[src/rtl/multdiv_pkg.sv]
// Shared constants for the MULT/DIV unit: default operand width, FSM encodings, iteration count.
// Optional MULTU/DIVU support is enabled in mult_div_unit by defining MULTDIV_UNSIGNED_EN.
package multdiv_pkg;

  localparam int DATA_W_DEFAULT = 32;
  localparam int ITER_COUNT     = DATA_W_DEFAULT;

  localparam logic [1:0] IDLE = 2'd0;
  localparam logic [1:0] MULT = 2'd1;
  localparam logic [1:0] DIV  = 2'd2;
  localparam logic [1:0] DONE = 2'd3;

endpackage

[src/rtl/multdiv_signfix.sv]
// Conditional two's-complement negate: magnitude extraction on entry and sign restore on exit.
module multdiv_signfix #(
  parameter int W = 32
) (
  input  logic [W-1:0] value,
  input  logic         negate,
  output logic [W-1:0] result
);

  assign result = negate ? (~value + W'(1)) : value;

endmodule

[src/rtl/mult_div_unit.sv]
// Multicycle MIPS MULT/DIV unit: shift-add multiplier and restoring divider, one bit per clock.
// Define MULTDIV_UNSIGNED_EN to add the is_unsigned port (MULTU/DIVU semantics).
module mult_div_unit
  import multdiv_pkg::*;
#(
  parameter int DATA_W = DATA_W_DEFAULT
) (
  input  logic              clk,
  input  logic              reset,
  input  logic              start_mult,
  input  logic              start_div,
`ifdef MULTDIV_UNSIGNED_EN
  input  logic              is_unsigned,
`endif
  input  logic [DATA_W-1:0] A,
  input  logic [DATA_W-1:0] B,
  output logic [DATA_W-1:0] HI,
  output logic [DATA_W-1:0] LO,
  output logic              busy,
  output logic              done,
  output logic              div_zero
);

  localparam int               ITERS     = DATA_W;
  localparam int               CNT_W     = $clog2(DATA_W) + 1;
  localparam logic [CNT_W-1:0] LAST_ITER = CNT_W'(ITERS - 1);

  logic [1:0]        state;
  logic [CNT_W-1:0]  count;
  logic [DATA_W-1:0] acc_hi;
  logic [DATA_W-1:0] acc_lo;
  logic [DATA_W-1:0] opnd;
  logic              neg_q;
  logic              neg_r;
  logic              signed_op;

`ifdef MULTDIV_UNSIGNED_EN
  assign signed_op = ~is_unsigned;
`else
  assign signed_op = 1'b1;
`endif

  logic [DATA_W-1:0] a_mag;
  logic [DATA_W-1:0] b_mag;

  multdiv_signfix #(.W(DATA_W)) u_abs_a (
    .value  (A),
    .negate (signed_op & A[DATA_W-1]),
    .result (a_mag)
  );

  multdiv_signfix #(.W(DATA_W)) u_abs_b (
    .value  (B),
    .negate (signed_op & B[DATA_W-1]),
    .result (b_mag)
  );

  // Multiply step: {acc_hi, acc_lo} holds partial product over the remaining multiplier bits.
  logic [DATA_W:0]     mult_sum;
  logic [2*DATA_W-1:0] prod_next;
  logic [2*DATA_W-1:0] prod_fixed;

  assign mult_sum  = {1'b0, acc_hi} + {1'b0, (acc_lo[0] ? opnd : '0)};
  assign prod_next = {mult_sum, acc_lo[DATA_W-1:1]};

  multdiv_signfix #(.W(2*DATA_W)) u_fix_prod (
    .value  (prod_next),
    .negate (neg_q),
    .result (prod_fixed)
  );

  // Divide step: acc_hi is the partial remainder, acc_lo shifts dividend out and quotient in.
  logic [DATA_W:0]   div_shift;
  logic              div_ge;
  logic [DATA_W-1:0] rem_next;
  logic [DATA_W-1:0] quo_next;
  logic [DATA_W-1:0] rem_fixed;
  logic [DATA_W-1:0] quo_fixed;

  assign div_shift = {acc_hi, acc_lo[DATA_W-1]};
  assign div_ge    = div_shift >= {1'b0, opnd};
  assign rem_next  = div_ge ? (div_shift[DATA_W-1:0] - opnd) : div_shift[DATA_W-1:0];
  assign quo_next  = {acc_lo[DATA_W-2:0], div_ge};

  multdiv_signfix #(.W(DATA_W)) u_fix_quo (
    .value  (quo_next),
    .negate (neg_q),
    .result (quo_fixed)
  );

  multdiv_signfix #(.W(DATA_W)) u_fix_rem (
    .value  (rem_next),
    .negate (neg_r),
    .result (rem_fixed)
  );

  always_ff @(posedge clk) begin
    if (reset) begin
      state    <= IDLE;
      count    <= '0;
      acc_hi   <= '0;
      acc_lo   <= '0;
      opnd     <= '0;
      neg_q    <= 1'b0;
      neg_r    <= 1'b0;
      HI       <= '0;
      LO       <= '0;
      busy     <= 1'b0;
      done     <= 1'b0;
      div_zero <= 1'b0;
    end else begin
      done <= 1'b0;
      case (state)
        IDLE: begin
          // Multiply takes priority when both starts arrive together.
          if (start_mult) begin
            state    <= MULT;
            acc_hi   <= '0;
            acc_lo   <= b_mag;
            opnd     <= a_mag;
            neg_q    <= signed_op & (A[DATA_W-1] ^ B[DATA_W-1]);
            neg_r    <= 1'b0;
            count    <= '0;
            busy     <= 1'b1;
            div_zero <= 1'b0;
          end else if (start_div) begin
            if (B == '0) begin
              state    <= DONE;
              done     <= 1'b1;
              div_zero <= 1'b1;
            end else begin
              state    <= DIV;
              acc_hi   <= '0;
              acc_lo   <= a_mag;
              opnd     <= b_mag;
              neg_q    <= signed_op & (A[DATA_W-1] ^ B[DATA_W-1]);
              neg_r    <= signed_op & A[DATA_W-1];
              count    <= '0;
              busy     <= 1'b1;
              div_zero <= 1'b0;
            end
          end
        end
        MULT: begin
          acc_hi <= prod_next[2*DATA_W-1:DATA_W];
          acc_lo <= prod_next[DATA_W-1:0];
          count  <= count + 1'b1;
          if (count == LAST_ITER) begin
            HI    <= prod_fixed[2*DATA_W-1:DATA_W];
            LO    <= prod_fixed[DATA_W-1:0];
            state <= DONE;
            busy  <= 1'b0;
            done  <= 1'b1;
          end
        end
        DIV: begin
          acc_hi <= rem_next;
          acc_lo <= quo_next;
          count  <= count + 1'b1;
          if (count == LAST_ITER) begin
            HI    <= rem_fixed;
            LO    <= quo_fixed;
            state <= DONE;
            busy  <= 1'b0;
            done  <= 1'b1;
          end
        end
        DONE: state <= IDLE;
        default: state <= IDLE;
      endcase
    end
  end

endmodule

[config.mk]
export PLATFORM = sky130hd
export DESIGN_NAME = mult_div_unit
export DESIGN_NICKNAME = d
export VERILOG_FILES = /design/src/rtl/multdiv_pkg.sv /design/src/rtl/multdiv_signfix.sv /design/src/rtl/mult_div_unit.sv
export SDC_FILE = /design/constraint.sdc
export NUM_CORES = 1
export LEC_CHECK = 0
export ABC_AREA = 1
export CORE_ASPECT_RATIO = 0.9
export CORE_MARGIN = 8
export CORE_UTILIZATION = 40
export DETAILED_ROUTE_END_ITERATION = 16
export SETUP_SLACK_MARGIN = 0.2
export SLEW_MARGIN = 25
export SYNTH_ARGS = -nofsm -noshare
export SYNTH_HDL_FRONTEND = slang
export SYNTH_SLANG_ARGS = --single-unit
[constraint.sdc]
create_clock -name clk -period 4.02 [get_ports clk]
set_input_delay 0.804 -clock clk [delete_from_list [all_inputs] [get_ports clk]]
set_output_delay 0.804 -clock clk [all_outputs]
set_load 0.1 [all_outputs]
Yosys cells after proc, flatten, opt, wreduce, memory -nomap -nowiden
Index checks and enable logic that the tools add are counted.
{ "word_totals": {"reg_bits": 173, "input_bits": 68} }
{ "op_classes": {"addsub": 8, "magnitude_cmp": 1, "n_eq_ne": 10, "mux": 51, "n_bitwise": 6, "reduce_logical": 14} }
{ "ops": {"columns": ["operator", "n"], "rows": [
  ["$mux 32", 19],
  ["$pmux 32 s3", 2],
  ["$add 32x1->32 const B", 4],
  ["$not 32->32", 4],
  ["$pmux 32 s2", 2],
  ["$add 64x1->64 const B", 1],
  ["$mux 64", 1],
  ["$not 64->64", 1],
  ["$add 32x32->33", 1],
  ["$ge 33x32->1", 1],
  ["$logic_not 32->1", 1],
  ["$sub 32x32->32", 1],
  ["$mux 6", 3],
  ["$mux 1", 17],
  ["$pmux 6 s2", 1],
  ["$reduce_and 3->1", 4],
  ["$add 6x1->6 const B", 1],
  ["$eq 6x5->1 const B", 1],
  ["$mux 2", 3],
  ["$ne 2x2->1 const B", 3],
  ["$ne 3x3->1 const B", 2],
  ["$pmux 2 s3", 1],
  ["$reduce_bool 2->1", 3],
  ["$eq 2x2->1 const B", 2],
  ["other kinds (9)", 11]
]} }

Depth between registers and ports, before layout
Gate-level depths: netlist of run 1.
{ "logic_depth": {"depth_word": 7, "ltp_mapped": 27, "depth_no_buf": 26} }

Modules after synthesis
From an unflattened synthesis of run 1, not the netlist that was laid out.
{ "unflattened": {"hier_cells": 3822, "area_unflattened_um2": 21091.5} }
{ "by_module_without_submodules": {"columns": ["module", "n_inst", "cells_per_inst", "area_per_inst_um2", "seq_area_each_um2"], "rows": [
  ["mult_div_unit", 1, 2416, 14191.1, 3463.3],
  ["multdiv_signfix at u_abs_a ...", 4, 227, 1108.6, 0.0],
  ["multdiv_signfix at u_fix_prod", 1, 498, 2466.1, 0.0]
]} }

Worst setup path after synthesis of run 1
Ideal clock, no wire load.
{ "synth_timing": {"path_kind": "flip-flop to flip-flop", "startpoint": "reg acc_lo[0]", "endpoint": "reg HI[19]", "setup_ns": 0.109, "t_arrival_ns": 3.080, "required_ns": 3.911, "setup_slack_ns": 0.831, "stages_incl_launch_ff": 22, "path_buffers": 2, "synth_period_minus_slack_ns": 3.189, "cell_sequence": "dfxtp_1 > clkbuf_1 > buf_1 > nand2_1 > inv_1 > ha_1 > fa_1 > inv_1 > nand4_1 > nor2_1 > nand2_1 > nor2_4 > nand3_2 > nor2_1 > nand2_1 > o21ai_1 > nand2_1 > nand2_1 > o21ai_0 > nand3b_1 > nand2_1 > inv_1"} }
{ "synth_between": {"elab_chain_len": 7} }
{ "synth_lines": {"columns": ["element", "line", "rtl"], "rows": [
  ["start: declaration", "mult_div_unit.sv:31", "logic [DATA_W-1:0] acc_lo;"],
  ["start signal: assignment", "mult_div_unit.sv:119", "acc_lo <= b_mag;"],
  ["start signal: assignment", "mult_div_unit.sv:134", "acc_lo <= a_mag;"],
  ["start signal: assignment", "mult_div_unit.sv:146", "acc_lo <= prod_next[DATA_W-1:0];"],
  ["$mux 32 *", "mult_div_unit.sv:63", "assign mult_sum = {1'b0, acc_hi} + {1'b0, (acc_lo[0] ? opnd : '0)};"],
  ["$add 32x32->33 *", "mult_div_unit.sv:63", null],
  ["$not 64->64", "multdiv_signfix.sv:10", "assign result = negate ? (~value + W'(1)) : value;"],
  ["$add 64x1->64", "multdiv_signfix.sv:10", null],
  ["$mux 64 *", "multdiv_signfix.sv:10", null],
  ["$mux 32 *", "mult_div_unit.sv:148", "if (count == LAST_ITER) begin"],
  ["$pmux 32 s2 *", "mult_div_unit.sv:113", "case (state)"],
  ["end signal: assignment", "mult_div_unit.sv:149", "HI <= prod_fixed[2*DATA_W-1:DATA_W];"],
  ["end signal: assignment", "mult_div_unit.sv:161", "HI <= rem_fixed;"],
  ["end: declaration", "mult_div_unit.sv:17", "output logic [DATA_W-1:0] HI,"]
]} }
Every way passes the cells marked *; elsewhere a longest branch is shown, timed or not. The select of a mux whose other input is x is not followed.
A chain may end at the register's enable or synchronous reset.

Worst setup path in the final report of run 1
{ "layout_timing": {"startpoint": "reg opnd[18]", "endpoint": "reg HI[14]"} }
{ "layout_between": {"elab_chain_len": 7} }
{ "layout_lines": {"columns": ["element", "line", "rtl"], "rows": [
  ["start: declaration", "mult_div_unit.sv:32", "logic [DATA_W-1:0] opnd;"],
  ["start signal: assignment", "mult_div_unit.sv:120", "opnd <= a_mag;"],
  ["start signal: assignment", "mult_div_unit.sv:135", "opnd <= b_mag;"],
  ["$ge 33x32->1 *", "mult_div_unit.sv:81", "assign div_ge = div_shift >= {1'b0, opnd};"],
  ["$mux 32 *", "mult_div_unit.sv:82", "assign rem_next = div_ge ? (div_shift[DATA_W-1:0] - opnd) : div_shift[DATA_W-1:0];"],
  ["$not 32->32", "multdiv_signfix.sv:10", null],
  ["$add 32x1->32", "multdiv_signfix.sv:10", null],
  ["$mux 32 *", "multdiv_signfix.sv:10", null],
  ["$mux 32 *", "mult_div_unit.sv:160", "if (count == LAST_ITER) begin"],
  ["$pmux 32 s2 *", "mult_div_unit.sv:113", null]
]} }
Marked as above.

==> flow_metrics.tcl, run 1 <==
set metrics [dict create \
    combPwrFrac 0.626 \
    swShare 0.5608 \
    synth-seq-area-share 0.1878 \
    cts_buffers 17 \
    hold_path_class "flop to flop" \
    io_pins 135 \
    syn_avg_cell_area_sq_um 5.627 \
    grt_pass1_vias 21900 \
    cts_htree_levels 4 \
    antenna_left 0 \
    synth_edf_count 0 \
    std_cell_rows 74 \
    fp.dieW_um 242.3 \
    finalSetupTns_ns 0 \
    syn-num-nets 3422 \
    ys_warn_count 0 \
    mappedNetlistArea_sq_um 18440 \
    min_period_over_period 0.9289 \
    worstReg2RegEnd "HI[14]$_SDFFE_PP0P_" \
    max-cap-violations 0 \
    coreArea_sq_um 45460 \
    gp_congestion 1.069 \
    numPortBuffers 134 \
    clkLatencyLatePin_ns 0.51 \
    cts_tree "yes" \
    syn_inst 3278 \
    rsz0062_at_grt "false" \
    route.met2.wl_mm 39.18 \
    leakagePower_nw 10.52 \
    crit_fanout 14 \
    path_class "flop to flop" \
    worstRegToRegCells 21 \
    ys_ff_latch 173 \
    power_frac_clock 0.162 \
    finalSetupViolCount 0 \
    routed.top_layer "met5" \
    drt_iter0_drc 2945 \
    slew_headroom 0.1641 \
    power_switching_w 0.006002 \
    drcViolationCount 0 \
    rrSetupSlack_ns 0.29 \
    dp_hpwl_mm 75.69 \
    die_area_sq_um 53250 \
    peakVddDrop_mv 0.7328 \
    hold_violations 0 \
    synth.distinct_cells 61 \
    dr_total_vias 23520 \
    nNetsFinal 3580 \
    grt_max_degree 102 \
    clock.fmax_mhz 267.8 \
    clock_sinks 173 \
    p_seq_frac 0.212 \
    finalCriticalPeriod_ns 3.734 \
    hold_path_depth 2 \
    grt_usage 0.3357 \
    first_pass_iters 6 \
    dieHeight_um 219.7 \
    intPower_w 0.004700 \
    clock_skew_ns 0.01738 \
    grt_antenna_before_repair 2 \
    m1WireLength_mm 38.23 \
    required_ns 4.40 \
    start_kind "flop" \
    wl_per_cell_um 22.87 \
    start_util 0.4057 \
    cp-end-kind "flop" \
    tightestPinTransition_ns 1.234 \
    wl_met3_mm 10.86 \
    ys_async_sr_fraction 0 \
    status "completed" \
    grt_pass1_wl_mm 136.6 \
    synth_ff_type "dfxtp_1" \
    rr_startpoint "opnd[18]$_SDFFE_PP0P_" \
    grt-ovfl-total 0 \
    power_density_nw_per_um2 489.6 \
    cts.clk_slew.worst_paths_ns 0.08 \
    arrival_ns 4.11 \
    final_max_slew_viol_count 0 \
    hp-start "div_zero$_SDFFE_PP0P_" \
    cts_root_buf "clkbuf_16" \
    routed_via_density 5.794 \
    drt-total-wl_mm 92.83 \
    clockBufferDepth 2 \
    areaGrowthSynthToFinish_pct 18.51 \
    p_total_w 0.01070 \
    worstHoldEndpoint "div_zero$_SDFFE_PP0P_" \
    final_layout_size_suffix_gt1_frac 0.08814 \
]
-- cell type report --
class,instances,area [sq um]
tap,608,760.7
clock inverter,12,113.9
multi-input combinational,2521,12860
clock buffer,20,446.7
antenna,2,5.005
timing repair buffer,273,2490
fill,4954,23600
sequential,173,3485
inverter,450,1693
-- sequential cells by signal, summed over array words and instances, names as in the netlist --
name	cells
neg_q	1
div_zero	1
state	2
acc_lo	32
acc_hi	32
opnd	32
count	6
neg_r	1
HI	32
done	1
LO	32
busy	1
-- critical path: stages (launching register included) --
cell and delay, ns:
dfxtp_1 0.44, inv_1 0.11, ha_1 0.42, nand2_1 0.15, nor2_2 0.17, nand2_2 0.09, nor2_4 0.12, inv_2 0.05
nor3_4 0.22, nor2_4 0.07, nand2_4 0.10, buf_12 0.16, buf_4 0.26, nand2_1 0.11, nand2_1 0.17, nor2_1 0.08
nand2_1 0.16, inv_1 0.11, nand3_2 0.10, nand2_2 0.09, a21oi_1 0.29, a21oi_1 0.10
-- how the worst max path moves through the flow --
stage	start	endpoint	slack (ns)	depth (start not counted)
3_3_place_gp	B[0]	acc_lo[28]$_SDFFE_PP0P_	0.12	15
2_1_floorplan	acc_lo[0]$_SDFFE_PP0P_	HI[19]$_SDFFE_PP0P_	0.83	21
4_1_cts	acc_lo[0]$_SDFFE_PP0P_	HI[19]$_SDFFE_PP0P_	0.21	23
3_5_place_dp	B[0]	acc_lo[28]$_SDFFE_PP0P_	0.07	15
6_report	opnd[18]$_SDFFE_PP0P_	HI[14]$_SDFFE_PP0P_	0.29	21
5_1_grt	opnd[3]$_SDFFE_PP0P_	HI[12]$_SDFFE_PP0P_	0.20	23
-- Yosys cell counts, types with 2 or more instances --
cell type | count | share of area
and2_1 | 2 | 0.00068
a41oi_1 | 2 | 0.00095
o21a_1 | 5 | 0.0020
nand3_1 | 226 | 0.061
inv_2 | 9 | 0.0018
dfxtp_1 | 173 | 0.19
nand2_1 | 893 | 0.18
a31oi_1 | 47 | 0.016
nand2_2 | 17 | 0.0058
a21oi_2 | 3 | 0.0014
a21o_1 | 5 | 0.0020
clkbuf_1 | 106 | 0.022
o21ai_0 | 245 | 0.066
xor2_1 | 62 | 0.029
fa_1 | 2 | 0.0022
o2111ai_1 | 13 | 0.0062
a211oi_1 | 6 | 0.0024
nor4_1 | 12 | 0.0041
a21oi_1 | 236 | 0.064
buf_6 | 3 | 0.0018
nor3_1 | 40 | 0.011
inv_1 | 432 | 0.088
o21bai_1 | 13 | 0.0053
ha_1 | 74 | 0.050
buf_1 | 15 | 0.0031
o21ai_4 | 2 | 0.0018
xnor2_1 | 19 | 0.0090
o22ai_1 | 47 | 0.016
o221ai_1 | 6 | 0.0028
o21ai_2 | 4 | 0.0019
nor2_4 | 7 | 0.0043
nand4_1 | 51 | 0.017
buf_4 | 2 | 0.00081
nand3_2 | 8 | 0.0043
a22oi_1 | 2 | 0.00081
o211ai_1 | 43 | 0.018
nor2_2 | 10 | 0.0034
nand2_4 | 4 | 0.0024
nor2_1 | 359 | 0.073
o21ai_1 | 8 | 0.0022
buf_2 | 7 | 0.0019
clkinv_1 | 8 | 0.0016
o31ai_1 | 6 | 0.0024
nand3b_1 | 18 | 0.0073
or2_2 | 10 | 0.0034
-- metal layers --
layer | GRT usage | vias to the layer above
met5 | 0 | -
met4 | 0.1527 | 4
met3 | 0.1065 | 231
met2 | 0.5145 | 1383
met1 | 0.4280 | 10800
li1 | - | 11100
-- power groups by stage --
stage / clock network [W] / logic (W) / registers [W]
detailed placement: 0 / 0.00642 / 0.00228
CTS: 0.00176 / 0.00645 / 0.00224
floorplan: 0 / 0.00411 / 0.00216
finish: 0.00173 / 0.00669 / 0.00227
global route: 0.00182 / 0.00720 / 0.00229
global placement: 0 / 0.00641 / 0.00228
-- layout by cell type, fill, tap and decap left out, types with 51 or more instances in the layout --
master / count
clkdlybuf4s50_1: 130
nor2_1: 344
ha_1: 70
nand4_1: 51
dfxtp_1: 158
xor2_1: 62
inv_1: 430
nand2_1: 882
o21ai_0: 243
a21oi_1: 233
nand3_1: 225
buf_4: 129
-- through the flow --
stage	utilization	std cells	setup slack (ns)	hold slack (ns)	cell area, sq um
after floorplan	-	3278	0.8310	0.4448	18440
final	0.4808	4059	0.2858	0.4710	21860
after global routing	0.4807	4057	0.2021	0.5030	21850
after CTS	0.4778	4054	0.2135	0.4760	21720
after global placement	0.4652	4022	0.1221	0.4556	21150
after detailed placement	0.4652	4022	0.06605	0.4613	21150
-- logic make-up after synthesis --
group                    count (synthesis)  share of synthesized area
AND/OR/NAND/NOR                       1663                     0.3835
AO/OA/AOI/OAI                          701                     0.2159
buffers and inverters                  584                     0.1220
flip-flops                             173                     0.1878
XOR/XNOR                                81                    0.03846
adder cells (fa/ha/maj)                 76                    0.05237
-- what timing repair did --
item,CTS,global route
setup endpoints to repair,10,34
gates cloned,0,0
resized for setup,5,47
pin swaps,0,1
hold buffers,0,0
setup buffers,0,3
hold endpoints to repair,0,0
(Power assumes the default switching activity.)
==> run 2, diff against run 1 <==
--- a/config.mk
+++ b/config.mk
@@ -9,6 +9,7 @@
 export CORE_ASPECT_RATIO = 0.9
 export CORE_MARGIN = 8
 export CORE_UTILIZATION = 40
+export CTS_CLUSTER_SIZE = 30
 export DETAILED_ROUTE_END_ITERATION = 16
 export SETUP_SLACK_MARGIN = 0.2
 export SLEW_MARGIN = 25
==> constraint.sdc (replaced) <==
create_clock -name clk -period 4.02 [get_ports clk]
set_input_delay 0.804 -clock clk [delete_from_list [all_inputs] [get_ports clk]]
set_output_delay 0.804 -clock clk [all_outputs]
set_load 0.02 [all_outputs]
==> run 2 against run 1 <==
  * Cell count is essentially flat
  * Largest cell class unchanged
  * Flip-flop and latch count is the same
  * Sequential power is essentially flat
  * Fmax grew 1.5%
  * Sequential share of layout area is essentially flat
  * Register-to-register slack gained 0.05 ns
  * Global-route usage is the same
  * Count of clock-buffer cells in the layout is the same
  * Critical path depth is the same
==> flow_metrics.tcl, run 2 (synthesized netlist as in run 1, its figures left out) <==
set metrics [dict create \
    finalSetupViolCount 0 \
    dieHeight_um 219.7 \
    dr_total_vias 23510 \
    grt_usage 0.3357 \
    p_total_w 0.01066 \
    cts.clk_slew.worst_paths_ns 0.08 \
    hold_violations 0 \
    routed_via_density 5.795 \
    std_cell_rows 74 \
    path_class "flop to flop" \
    clockBufferDepth 2 \
    clock_sinks 173 \
    required_ns 4.40 \
    die_area_sq_um 53250 \
    path_depth 21 \
    arrival_ns 4.06 \
    tightestPinTransition_ns 1.140 \
    coreArea_sq_um 45460 \
    nNetsFinal 3580 \
    most-common-layout-cells "nand2_1 (882), inv_1 (430), nor2_1 (344), o21ai_0 (243), a21oi_1 (233)" \
    numPortBuffers 134 \
    finalCriticalPeriod_ns 3.680 \
    cts_root_buf "clkbuf_16" \
    status "completed" \
    grt_antenna_before_repair 2 \
    rsz0062_at_grt "false" \
    leakagePower_nw 10.52 \
    cts_htree_levels 4 \
    final_layout_size_suffix_gt1_frac 0.08756 \
    cts_hold_buffers 0 \
    drt_iter0_drc 3025 \
    max-cap-violations 0 \
    drt-total-wl_mm 92.55 \
    cp-end-kind "flop" \
    wl_per_cell_um 22.81 \
    postPlaceCellArea_sq_um 21150 \
    multiInputGateArea_sq_um 12860 \
    antenna_left 0 \
    clkLatencyLatePin_ns 0.51 \
    clock.fmax_mhz 271.7 \
    cts_tree "yes" \
    regArea_sq_um 3485 \
    first_pass_iters 7 \
    slew_headroom 0.2282 \
    gp_congestion 1.069 \
    critical-path-top-delay-family "simple AND/OR/NAND/NOR gates" \
    start_util 0.4057 \
    final_util 0.4809 \
    mostFrequentLayoutCell "nand2_1" \
    grt_pass1_wl_mm 136.6 \
    crit_fanout 14 \
    cpPeakStageDelay_ns 0.44 \
    final_max_slew_viol_count 0 \
    hold_path_class "flop to flop" \
    fillCellCount 4954 \
    n_antenna_cell 0 \
    fp.dieW_um 242.3 \
    cp_num_buf_inv 5 \
    worstPathCellList "inv_1 > ha_1 > nand2_1 > nor2_2 > nand2_2 > nor2_4 > inv_2 > nor3_4 > nor2_4 > nand2_4 > buf_12 > buf_4 > nand2_1 > nand2_2 > nor2_1 > nand2_1 > inv_1 > nand3_2 > nand2_2 > a21oi_1 > a21oi_1" \
    clock_skew_ns 0.01591 \
    hold_path_depth 2 \
    peakVddDrop_mv 0.7313 \
    fin_area_sq_um 21860 \
    areaGrowthSynthToFinish_pct 18.53 \
    power_density_nw_per_um2 487.8 \
    drcViolationCount 0 \
    start_kind "flop" \
    worstRegToRegCells 21 \
    io_pins 135 \
    finalSetupTns_ns 0 \
    cts_buffers 17 \
    min_period_over_period 0.9155 \
    crit_path_top_delay_cell "dfxtp_1" \
    grt_pass1_vias 21900 \
    grt-ovfl-total 0 \
    dp_hpwl_mm 75.69 \
    grt_max_degree 102 \
]
==> run 2: changes by cell type in the layout (fill, tap and decap cells not counted) <==
| cell | change |
|---|---|
| clkdlybuf4s50_1 | +2 |
| diode_2 | -2 |
| buf_2 | -1 |
| clkbuf_2 | -1 |
==> run 2: timing repair <==
item | 4_1_cts | 5_1_grt
endpoints found under the setup margin | 10 | 34
resized for setup | 5 | 47
gates cloned | 0 | 0
pin swaps | 0 | 1
setup buffers | 0 | 3
==> run 2: layout make-up <==
cell class	count	area share
repair buffers	273	0.1143
clock buffers	20	0.02043
well taps	608	0.03480
inverters	450	0.07743
flip-flops and latches	173	0.1594
clock inverters	12	0.005208
multi-input cells	2521	0.5884
==> run 2: metrics by stage <==
| stage | std cells | hold slack (ns) | worst slack [ns] |
|---|---|---|---|
| 3_3_place_gp | 4022 | 0.4556 | 0.1221 |
| 3_5_place_dp | 4022 | 0.4613 | 0.06605 |
| 5_1_grt | 4057 | 0.5030 | 0.2021 |
| 6_report | 4057 | 0.4710 | 0.3395 |
| 2_1_floorplan | 3278 | 0.4448 | 0.8310 |
| 4_1_cts | 4054 | 0.4760 | 0.2135 |
==> run 2: layer usage <==
metal  wire length, um  vias up  share of wire  GRT usage
met1             38000    10800           0.41     0.4280
met4              4590        4          0.050     0.1527
li1                  -    11090              -          -
met2             39020     1386           0.42     0.5145
met5                23        -        0.00025          0
met3             10920      229           0.12     0.1065
==> run 2: report_power, final <==
group | switching [W] | internal (W)
Combinational | 0.00479 | 0.00187
Clock | 0.000855 | 0.000874
Sequential | 0.000321 | 0.00195
==> run 2: worst paths after layout <==
path | startpoint | to | slack (ns)
min | div_zero$_SDFFE_PP0P_ | div_zero$_SDFFE_PP0P_ | 0.47
max | opnd[18]$_SDFFE_PP0P_ | HI[14]$_SDFFE_PP0P_ | 0.34
min reg2reg | div_zero$_SDFFE_PP0P_ | div_zero$_SDFFE_PP0P_ | 0.47
max reg2reg | opnd[18]$_SDFFE_PP0P_ | HI[14]$_SDFFE_PP0P_ | 0.34
==> run 2: worst reg2reg max path, delay by kind of cell (launching register included) <==
kind	cells	cell delay, ns
buffers and inverters	5	0.69
DFF	1	0.44
and+or+nand+nor	13	1.62
AOI/OAI and AO/OA	2	0.37
adders and majority gates	1	0.42
